==> src/rtl/ehl_ahb_slave_arb.sv <==
// AHB matrix per-slave-port arbiter: address-phase owner selection
// with burst / lock hold, plus the data-phase owner one stage later.
module ehl_ahb_slave_arb #(
   parameter int MNUM    = 8,
   parameter int DEF_MST = 0,
   localparam int IW     = $clog2(MNUM)
) (
   input  logic              hclk,
   input  logic              hreset,
   input  logic [MNUM-1:0]   req,
   input  logic [MNUM-1:0]   req_lock,
   input  logic [2*MNUM-1:0] req_trans,
   input  logic [3*MNUM-1:0] req_burst,
   input  logic              arb_type,
   input  logic              is_hready,
   output logic [MNUM-1:0]   addr_gnt,
   output logic [MNUM-1:0]   data_gnt,
   output logic [IW-1:0]     addr_idx,
   output logic              locked,
   output logic              burst
);

   localparam logic [1:0] HT_IDLE   = 2'b00;
   localparam logic [1:0] HT_BUSY   = 2'b01;
   localparam logic [1:0] HT_NONSEQ = 2'b10;
   localparam logic [1:0] HT_SEQ    = 2'b11;

   localparam logic [2:0] HB_SINGLE = 3'd0;
   localparam logic [2:0] HB_INCR   = 3'd1;
   localparam logic [2:0] HB_WRAP4  = 3'd2;
   localparam logic [2:0] HB_INCR4  = 3'd3;
   localparam logic [2:0] HB_WRAP8  = 3'd4;
   localparam logic [2:0] HB_INCR8  = 3'd5;
   localparam logic [2:0] HB_WRAP16 = 3'd6;
   localparam logic [2:0] HB_INCR16 = 3'd7;

   localparam logic [IW-1:0]   DEF_IDX = IW'(DEF_MST);
   localparam logic [MNUM-1:0] ONE     = {{(MNUM-1){1'b0}}, 1'b1};

   typedef enum logic [1:0] {
      ST_ARB,
      ST_BURST,
      ST_LOCK
   } state_t;

   state_t          state_q, state_d;
   logic [3:0]      cnt_q, cnt_d;
   logic            undef_q, undef_d;
   logic [IW-1:0]   idx_q, idx_d;
   logic [IW-1:0]   ptr_q, ptr_d;
   logic [MNUM-1:0] agnt_q, agnt_d;
   logic [MNUM-1:0] dgnt_q, dgnt_d;
   logic            locked_q, locked_d;
   logic            burst_q, burst_d;

   logic [1:0]      t;
   logic [2:0]      b;
   logic            lk;
   logic [3:0]      beats_m1;
   logic [IW-1:0]   rr_win;
   logic [IW-1:0]   fp_win;
   logic            do_eval;
   logic            do_rearb;

   // Round-robin: first requester after the pointer, wrapping.
   function automatic logic [IW-1:0] rr_pick(
      input logic [MNUM-1:0] r,
      input logic [IW-1:0]   p
   );
      logic [IW-1:0] w;
      logic [IW-1:0] ji;
      int            j;
      w = p;
      for (int k = MNUM; k >= 1; k--) begin
         j  = (int'(p) + k) % MNUM;
         ji = IW'(j);
         if (r[ji]) w = ji;
      end
      return w;
   endfunction

   // Fixed priority: lowest set index wins.
   function automatic logic [IW-1:0] fp_pick(
      input logic [MNUM-1:0] r,
      input logic [IW-1:0]   p
   );
      logic [IW-1:0] w;
      logic [IW-1:0] ii;
      w = p;
      for (int i = MNUM - 1; i >= 0; i--) begin
         ii = IW'(i);
         if (r[ii]) w = ii;
      end
      return w;
   endfunction

   // Select the current owner's HTRANS / HBURST / HMASTLOCK.
   always_comb begin
      t  = HT_IDLE;
      b  = HB_SINGLE;
      lk = 1'b0;
      for (int i = 0; i < MNUM; i++) begin
         if (idx_q == IW'(i)) begin
            t  = req_trans[2*i +: 2];
            b  = req_burst[3*i +: 3];
            lk = req_lock[i];
         end
      end
   end

   // Burst length minus one for the beat counter.
   always_comb begin
      unique case (b)
         HB_WRAP4,  HB_INCR4:  beats_m1 = 4'd3;
         HB_WRAP8,  HB_INCR8:  beats_m1 = 4'd7;
         HB_WRAP16, HB_INCR16: beats_m1 = 4'd15;
         default:              beats_m1 = 4'd0;
      endcase
   end

   assign rr_win = rr_pick(req, ptr_q);
   assign fp_win = fp_pick(req, idx_q);

   // Next-state: hold on stalls, otherwise walk ARB/BURST/LOCK.
   always_comb begin
      state_d  = state_q;
      cnt_d    = cnt_q;
      undef_d  = undef_q;
      idx_d    = idx_q;
      ptr_d    = ptr_q;
      dgnt_d   = dgnt_q;
      do_eval  = 1'b0;
      do_rearb = 1'b0;
      if (is_hready) begin
         if (t == HT_NONSEQ || t == HT_SEQ) dgnt_d = agnt_q;
         else                               dgnt_d = '0;
         unique case (state_q)
            ST_ARB: do_eval = 1'b1;
            ST_BURST: begin
               if (t == HT_SEQ && !undef_q) begin
                  cnt_d = cnt_q - 4'd1;
                  if (cnt_q == 4'd1) do_rearb = 1'b1;
               end else if (t == HT_IDLE || t == HT_NONSEQ) begin
                  do_eval = 1'b1;
               end
            end
            ST_LOCK: if (!lk) do_eval = 1'b1;
            default: do_eval = 1'b1;
         endcase
         if (do_eval) begin
            if (t == HT_NONSEQ && lk) begin
               state_d = ST_LOCK;
               cnt_d   = 4'd0;
               undef_d = 1'b0;
            end else if (t == HT_NONSEQ && b != HB_SINGLE) begin
               state_d = ST_BURST;
               cnt_d   = beats_m1;
               undef_d = (b == HB_INCR);
            end else begin
               do_rearb = 1'b1;
            end
         end
         if (do_rearb) begin
            state_d = ST_ARB;
            cnt_d   = 4'd0;
            undef_d = 1'b0;
            if (|req) begin
               if (arb_type) begin
                  idx_d = fp_win;
               end else begin
                  idx_d = rr_win;
                  ptr_d = rr_win;
               end
            end
         end
      end
      agnt_d   = ONE << idx_d;
      locked_d = (state_d == ST_LOCK);
      burst_d  = (state_d == ST_BURST);
   end

   // State and registered outputs.
   always_ff @(posedge hclk or posedge hreset) begin
      if (hreset) begin
         state_q  <= ST_ARB;
         cnt_q    <= 4'd0;
         undef_q  <= 1'b0;
         idx_q    <= DEF_IDX;
         ptr_q    <= DEF_IDX;
         agnt_q   <= ONE << DEF_IDX;
         dgnt_q   <= '0;
         locked_q <= 1'b0;
         burst_q  <= 1'b0;
      end else begin
         state_q  <= state_d;
         cnt_q    <= cnt_d;
         undef_q  <= undef_d;
         idx_q    <= idx_d;
         ptr_q    <= ptr_d;
         agnt_q   <= agnt_d;
         dgnt_q   <= dgnt_d;
         locked_q <= locked_d;
         burst_q  <= burst_d;
      end
   end

   assign addr_gnt = agnt_q;
   assign data_gnt = dgnt_q;
   assign addr_idx = idx_q;
   assign locked   = locked_q;
   assign burst    = burst_q;

endmodule

==> config.mk <==
export PLATFORM = sky130hd
export DESIGN_NAME = ehl_ahb_slave_arb
export DESIGN_NICKNAME = d
export VERILOG_FILES = /design/src/rtl/ehl_ahb_slave_arb.sv
export SDC_FILE = /design/constraint.sdc
export NUM_CORES = 1
export LEC_CHECK = 0
export CAP_MARGIN = 20
export CORE_UTILIZATION = 53
export CTS_CLUSTER_DIAMETER = 40
export DETAILED_ROUTE_END_ITERATION = 12
export PLACE_DENSITY = 0.87
export SETUP_SLACK_MARGIN = 0.1
export SYNTH_ARGS = -nofsm -noshare
export SYNTH_HDL_FRONTEND = slang
export SYNTH_SLANG_ARGS = --single-unit
==> constraint.sdc <==
create_clock -name hclk -period 10.6 [get_ports hclk]
set_clock_uncertainty 0.1 [all_clocks]
set_input_delay 1.59 -clock hclk [delete_from_list [all_inputs] [get_ports hclk]]
set_output_delay 1.59 -clock hclk [all_outputs]
set_load 0.01 [all_outputs]
# [Word-level counts from Yosys, hierarchy flattened]
# Cells that the tools add are included.
[word_totals] ff_bits=31 latch_bits=0 ramBits=0 rom_bits=0 output_inout_bits=21 wordCells=155 memories=0
[op_classes] addsub=9 n_mul=0 div=0 order_cmp=8 n_eq_ne=21 shifts=1 mux=89 n_bitwise=1 reduce_logical=17
[ops] op="two-way mux 3 bit" n=28
[ops] op="less-than comparator 3 x 4 -> 1 bit, second input constant" n=8
[ops] op="two-way mux 1 bit" n=31
[ops] op="two-way mux 2 bit" n=13
[ops] op="binary-select mux 1 bit (select 3 bit)" n=8
[ops] op="== test 3 bit, second input constant" n=8
[ops] op="two-way mux 4 bit" n=6
[ops] op="adder 3 bit, second input constant" n=4
[ops] op="== test 3 x 2 -> 1 bit, second input constant" n=4
[ops] op="one-hot mux 4 bit (3 select lines)" n=1
[ops] op="== test 2 bit, second input constant" n=4
[ops] op="two-way mux 8 bit" n=1
[ops] op="OR reduction 8 bit" n=1
[ops] op="left shift 1 x 3 -> 8 bit, first input constant" n=1
[ops] op="adder 3 x 1 -> 3 bit, second input constant" n=2
[ops] op="adder 3 x 2 -> 3 bit, second input constant" n=2
[ops] op="== test 3 x 1 -> 1 bit, second input constant" n=2
[ops] op="nonzero test 3 bit" n=2
[ops] op="OR reduction 2 bit" n=3
[ops] op="== test 2 x 1 -> 1 bit, second input constant" n=2
[ops] op="== test 4 x 1 -> 1 bit, second input constant" n=1
[ops] op="AND reduction 4 bit" n=1
[ops] op="subtractor 4 x 1 -> 4 bit, second input constant" n=1
[ops] op="logical AND 1 bit" n=3
[ops] op="other kinds (8)" n=9

# [Depth between registers and ports, before layout]
[logic_depth] word_depth=20 depth_mapped=14 ltp_nobuf=11

# [Worst setup path after synthesis]
# OpenSTA, ideal clock, no wires.
[synth_timing] path_kind="input port to flip-flop" start="in req[3]" end="reg agnt_q[1], in the netlist addr_gnt[1]" setup_ns=0.120 t_arrival_ns=3.541 t_required_ns=10.380 setup_slack_ns=6.840 stages=8 cell_sequence="mux4_2 > mux2_2 > o21ai_1 > nand2_1 > mux2_1 > a211o_1 > mux2_4 > and3_1"
[synth_between] elab_chain_len=15 elab_cells_between_ends=34
[synth_rtl] item="from (decl)" line_no="10" text="input logic [MNUM-1:0] req,"
[synth_rtl] item="binary-select mux 1 bit (select 3 bit)" line_no="77" text="if (r[ji]) w = ji;"
[synth_rtl] item="two-way mux 1 bit (not written as such)" line_no="77"
[synth_rtl] item="two-way mux 3 bit (8 in a row)" line_no="77"
[synth_rtl] item="two-way mux 3 bit" line_no="168" text="if (arb_type) begin"
[synth_rtl] item="two-way mux 3 bit *" line_no="167" text="if (|req) begin"
[synth_rtl] item="two-way mux 3 bit *" line_no="163" text="if (do_rearb) begin"
[synth_rtl] item="two-way mux 3 bit *" line_no="134" text="if (is_hready) begin"
[synth_rtl] item="named net idx_d[0]" line_no="49" text="logic [IW-1:0] idx_q, idx_d;"
[synth_rtl] item="left shift 1 x 3 -> 8 bit *" line_no="177" text="agnt_d = ONE << idx_d;"
[synth_rtl] item="named net agnt_d[1]" line_no="51" text="logic [MNUM-1:0] agnt_q, agnt_d;"
[synth_rtl] item="to (signal assigned)" line_no="190" text="agnt_q <= ONE << DEF_IDX;"
[synth_rtl] item="to (signal assigned)" line_no="200" text="agnt_q <= agnt_d;"
[synth_rtl] item="to (decl)" line_no="51"
# Mark *: on every way through the listed nets, which the timed path passes. The rest lies on a longest branch. The select of a mux whose other input is x is not followed.
# A chain may end at the register's enable or synchronous reset.

# [Worst setup path after layout]
[layout_timing] start="in req_trans[7]" end="reg cnt_q[3]"
[layout_between] elab_chain_len=14 elab_cells_between_ends=28
[layout_rtl] item="from (decl)" line_no="12" text="input logic [2*MNUM-1:0] req_trans,"
[layout_rtl] item="two-way mux 2 bit * (5 in a row)" line_no="103" text="if (idx_q == IW'(i)) begin"
[layout_rtl] item="== test 2 bit (tied with other cells)" line_no="143, 151, 155"
[layout_rtl] item="logical OR 1 bit / logical AND 1 bit (equally long branches)" line_no="143, 140"
[layout_rtl] item="two-way mux 1 bit (on tied branches)" line_no="143, 140"
[layout_rtl] item="two-way mux 1 bit (on tied branches)" line_no="140, 137"
[layout_rtl] item="one-hot mux 1 bit (2 select lines) / two-way mux 1 bit (equally long branches)" line_no="137, 155"
[layout_rtl] item="two-way mux 1 bit (on tied branches)" line_no="134, 151"
[layout_rtl] item="two-way mux 1 bit" line_no="150" text="if (do_eval) begin"
[layout_rtl] item="two-way mux 1 bit" line_no="134"
[layout_rtl] item="two-way mux 4 bit *" line_no="163"
[layout_rtl] item="to (signal assigned)" line_no="196" text="cnt_q <= cnt_d;"
[layout_rtl] item="to (decl)" line_no="47" text="logic [3:0] cnt_q, cnt_d;"
# Mark *: on every way between the ends. The rest lies on a longest branch, timed or not. The select of a mux whose other input is x is not followed.

==> results.md <==
- Worst Setup End Kind: flip-flop
- Site Rows: 26
- Hold Fails Final Rpt: 0
- Largest family of logic cells by synthesized area: multiplexers
- Routed wire length: slightly below 8 mm
- Clock transition at path regs: 0.06 ns
- Final net count: ~450
- Worst vdd ir: 0.000210 V
- Commonest non-fill, non-tap cells in the layout: clkdlybuf4s50_1, dfrtp_1, nand2_1
- Die width: 75.9 um
- Routed len/inst: around 17 um
- Hpwl dp: 5.79 mm
- Mux cell area share after synthesis: 23.8%
- H-tree Lvls: 2
- CTS tree: done
- Layout cells sized above 1: between 10% and 20%
- Pwr/cell area: 300 nW/um^2
- Maximum clock path buffer count: 2
- Synthesized flop and latch total: 31
- Die Ht: 75.9 um
- Seq/Total Area, Yosys: a little over a quarter
- Setup TNS: 0 ns
- Core area: 5170 sq um
- Die area: about 5800 sq um
- Io pins: 81
- Post-cts resize count: 0
- Util after Layout: 73.6%
- Netlist Area Pre-Place: 2890 sq um
- Lkg Pwr: 0.00155 uW
- Synth warn: 0
- Xor-xnor portion of the synthesized cell area: 1.21%
- Syn-to-layout area delta: 31.5%
- Starting Density: 55.9%
- Final instance area: 3800 sq um
- Post-synth EDFFs: 0
- Slew Limit Fails: 0
- TritonCTS buffer count: 5
- Largest delay share family, worst path: compound AO/OA/AOI/OAI gates
- Initial antenna violation count: 0
- Internal reg-to-reg setup slack: 6.50 ns
- RSZ-0062 raised after global routing: no
- Final setup vio count: 0
- Final antenna-violating net count: 0
- F_max: between 200 and 250 MHz
- Final min period: 4.37 ns
- CTS Root Buffer Type: clkbuf_8
- Vias in the first global route: 2,473
- Commonest non-fill, non-tap cell in the layout: clkdlybuf4s50_1
- Compound-cell area share of the yosys netlist: 22.4%
- CP required: 10.68 ns
- Worst-path cell chain: clkdlybuf4s50_1 -> mux4_2 -> o2bb2a_1 -> nand2b_1 -> a31oi_2 -> o21ai_0 -> o21ai_0 -> a32o_1
- Cell mode on critical path: o21ai_0
- Critical Path AT: 4.45 ns
- Adder-cell share of the synthesized area: under 10%
- Post-DR vias/cell: around 6.2
- Vias: about 2,800
- Critical-path top delay cell: o21ai_0
- Critical Path Source Type: primary input
- RePlAce Congestion: roughly 0.9
- Buffer and inverter count on the worst path: 1
- Synthesized Nets: 380
- Clk sinks: 31
- Async S/R FF share, synth: 100%
- Gr ovfl total: 0
- Synth cell types: 71
- GRT Resource Usage Total: between 20% and 30%
- Max cap viols: 0
- CP Max Fanout: 13
- DR pass1 iterations: 5
- 1st-iter DRT viols: 239
- Hold crit path type: reg -> reg
- PortBufs: 80
- Measured slew at the worst slew-check pin: 0.983 ns
- Clock Latency Late Sink: 0.29 ns
- Period utilization: between 40% and 50%
- Cell count after synthesis: between 300 and 400
- Postcts setup bufs: 0
- Hold_buf cts: 0
- Kind of critical path: in -> reg
- CP max stage delay: 0.63 ns
- Outcome: finished clean
- Largest net degree at the start of global routing: 26
- DP Area: 3690 sq um
- First-pass GRT wire length: 11.6 mm
- DRC errors left: 0
- Top FF cell, synth: dfrtp_1
- Max-slew headroom: 34.5%
- Avg Cell Area, Syn: between 9 and 10 sq um
- N_diodes: 0
- Synth Area in Simple Gates: 16.4%
[routing by layer]
layer  global-route usage (%)  routed length [um]  up-vias
met3                     5.56                 646       16
met4                     9.26                 133        0
met5                        0                   0        -
met1                     34.1                3060     1348
li1                         -                   -     1316
met2                     46.1                3870      127
[state kept, by name, indices dropped and copies added (netlist names)]
register / flops
addr_gnt: 8
data_gnt: 8
cnt_q: 4
addr_idx: 3
ptr_q: 3
state_q: 2
burst: 1
locked: 1
undef_q: 1
[power by group]
part | internal (uW) | switching [uW]
Clock | 75.9 | 44.4
Combinational | 373 | 390
Sequential | 163 | 95.6
[worst paths after layout]
kind | start | to | cells after the start
worst max register to register | ptr_q[0] | addr_gnt[7] | 10
min in group asynchronous | hreset | addr_gnt[4] | 2
worst max-delay path | req_trans[7] | cnt_q[3] | 8
worst min-delay path | data_gnt[4] | data_gnt[4] | 1
worst min register to register | data_gnt[4] | data_gnt[4] | 1
max in group asynchronous | hreset | addr_gnt[7] | 3
[cells in the mapped netlist (2+ instances only)]
library cell / n / area, sq um
a211oi_1: 4 / 30.0
a21o_1: 4 / 30.0
a21oi_1: 22 / 110
a221oi_1: 2 / 17.5
a22oi_1: 2 / 15.0
a31oi_1: 2 / 12.5
and2_1: 3 / 18.8
and3_1: 5 / 31.3
buf_2: 6 / 30.0
buf_6: 4 / 45.0
clkbuf_1: 8 / 30.0
dfrtp_1: 30 / 751
ha_1: 6 / 75.1
inv_1: 16 / 60.1
inv_2: 2 / 7.51
mux2_2: 16 / 180
mux2i_1: 19 / 190
mux4_2: 13 / 293
nand2_1: 26 / 97.6
nand2b_1: 5 / 31.3
nand3_1: 4 / 20.0
nand3b_1: 2 / 15.0
nor2_1: 19 / 71.3
nor2b_1: 3 / 18.8
nor3_1: 11 / 55.1
nor3b_1: 3 / 22.5
nor4_1: 2 / 12.5
nor4b_1: 4 / 35.0
o211ai_1: 2 / 15.0
o21ai_0: 13 / 65.1
o21bai_1: 2 / 15.0
o22a_1: 2 / 17.5
o2bb2ai_1: 9 / 78.8
o311ai_0: 2 / 17.5
o31a_1: 2 / 17.5
o31ai_1: 2 / 15.0
xnor2_1: 2 / 17.5
xor2_1: 2 / 17.5
[stage by stage]
stage	setup WS (ns)	power [uW]	hold slack (ns)	instances
6_report	6.23	1140	0.388	452
3_5_place_dp	5.98	1010	0.376	444
4_1_cts	6.27	1140	0.394	452
2_1_floorplan	6.84	824	0.374	314
5_1_grt	6.06	1230	0.408	452
3_3_place_gp	6.07	980	0.370	443
[kinds of logic after synthesis]
group / after synthesis
flops: 31
simple gates: 93
mux: 50
buf+inv: 40
compound gates: 90
xor+xnor: 4
fa+ha+maj: 6
[cell type report]
cell class,instances,area (sq um)
inverters,19,72.6
clock inverters,2,35.0
clock buffers,6,82.6
well taps,70,87.6
multi-input cells,243,1920
repair buffers,81,828
fillers,368,1370
flip-flops and latches,31,777
Power figures use the tool's default switching activity.
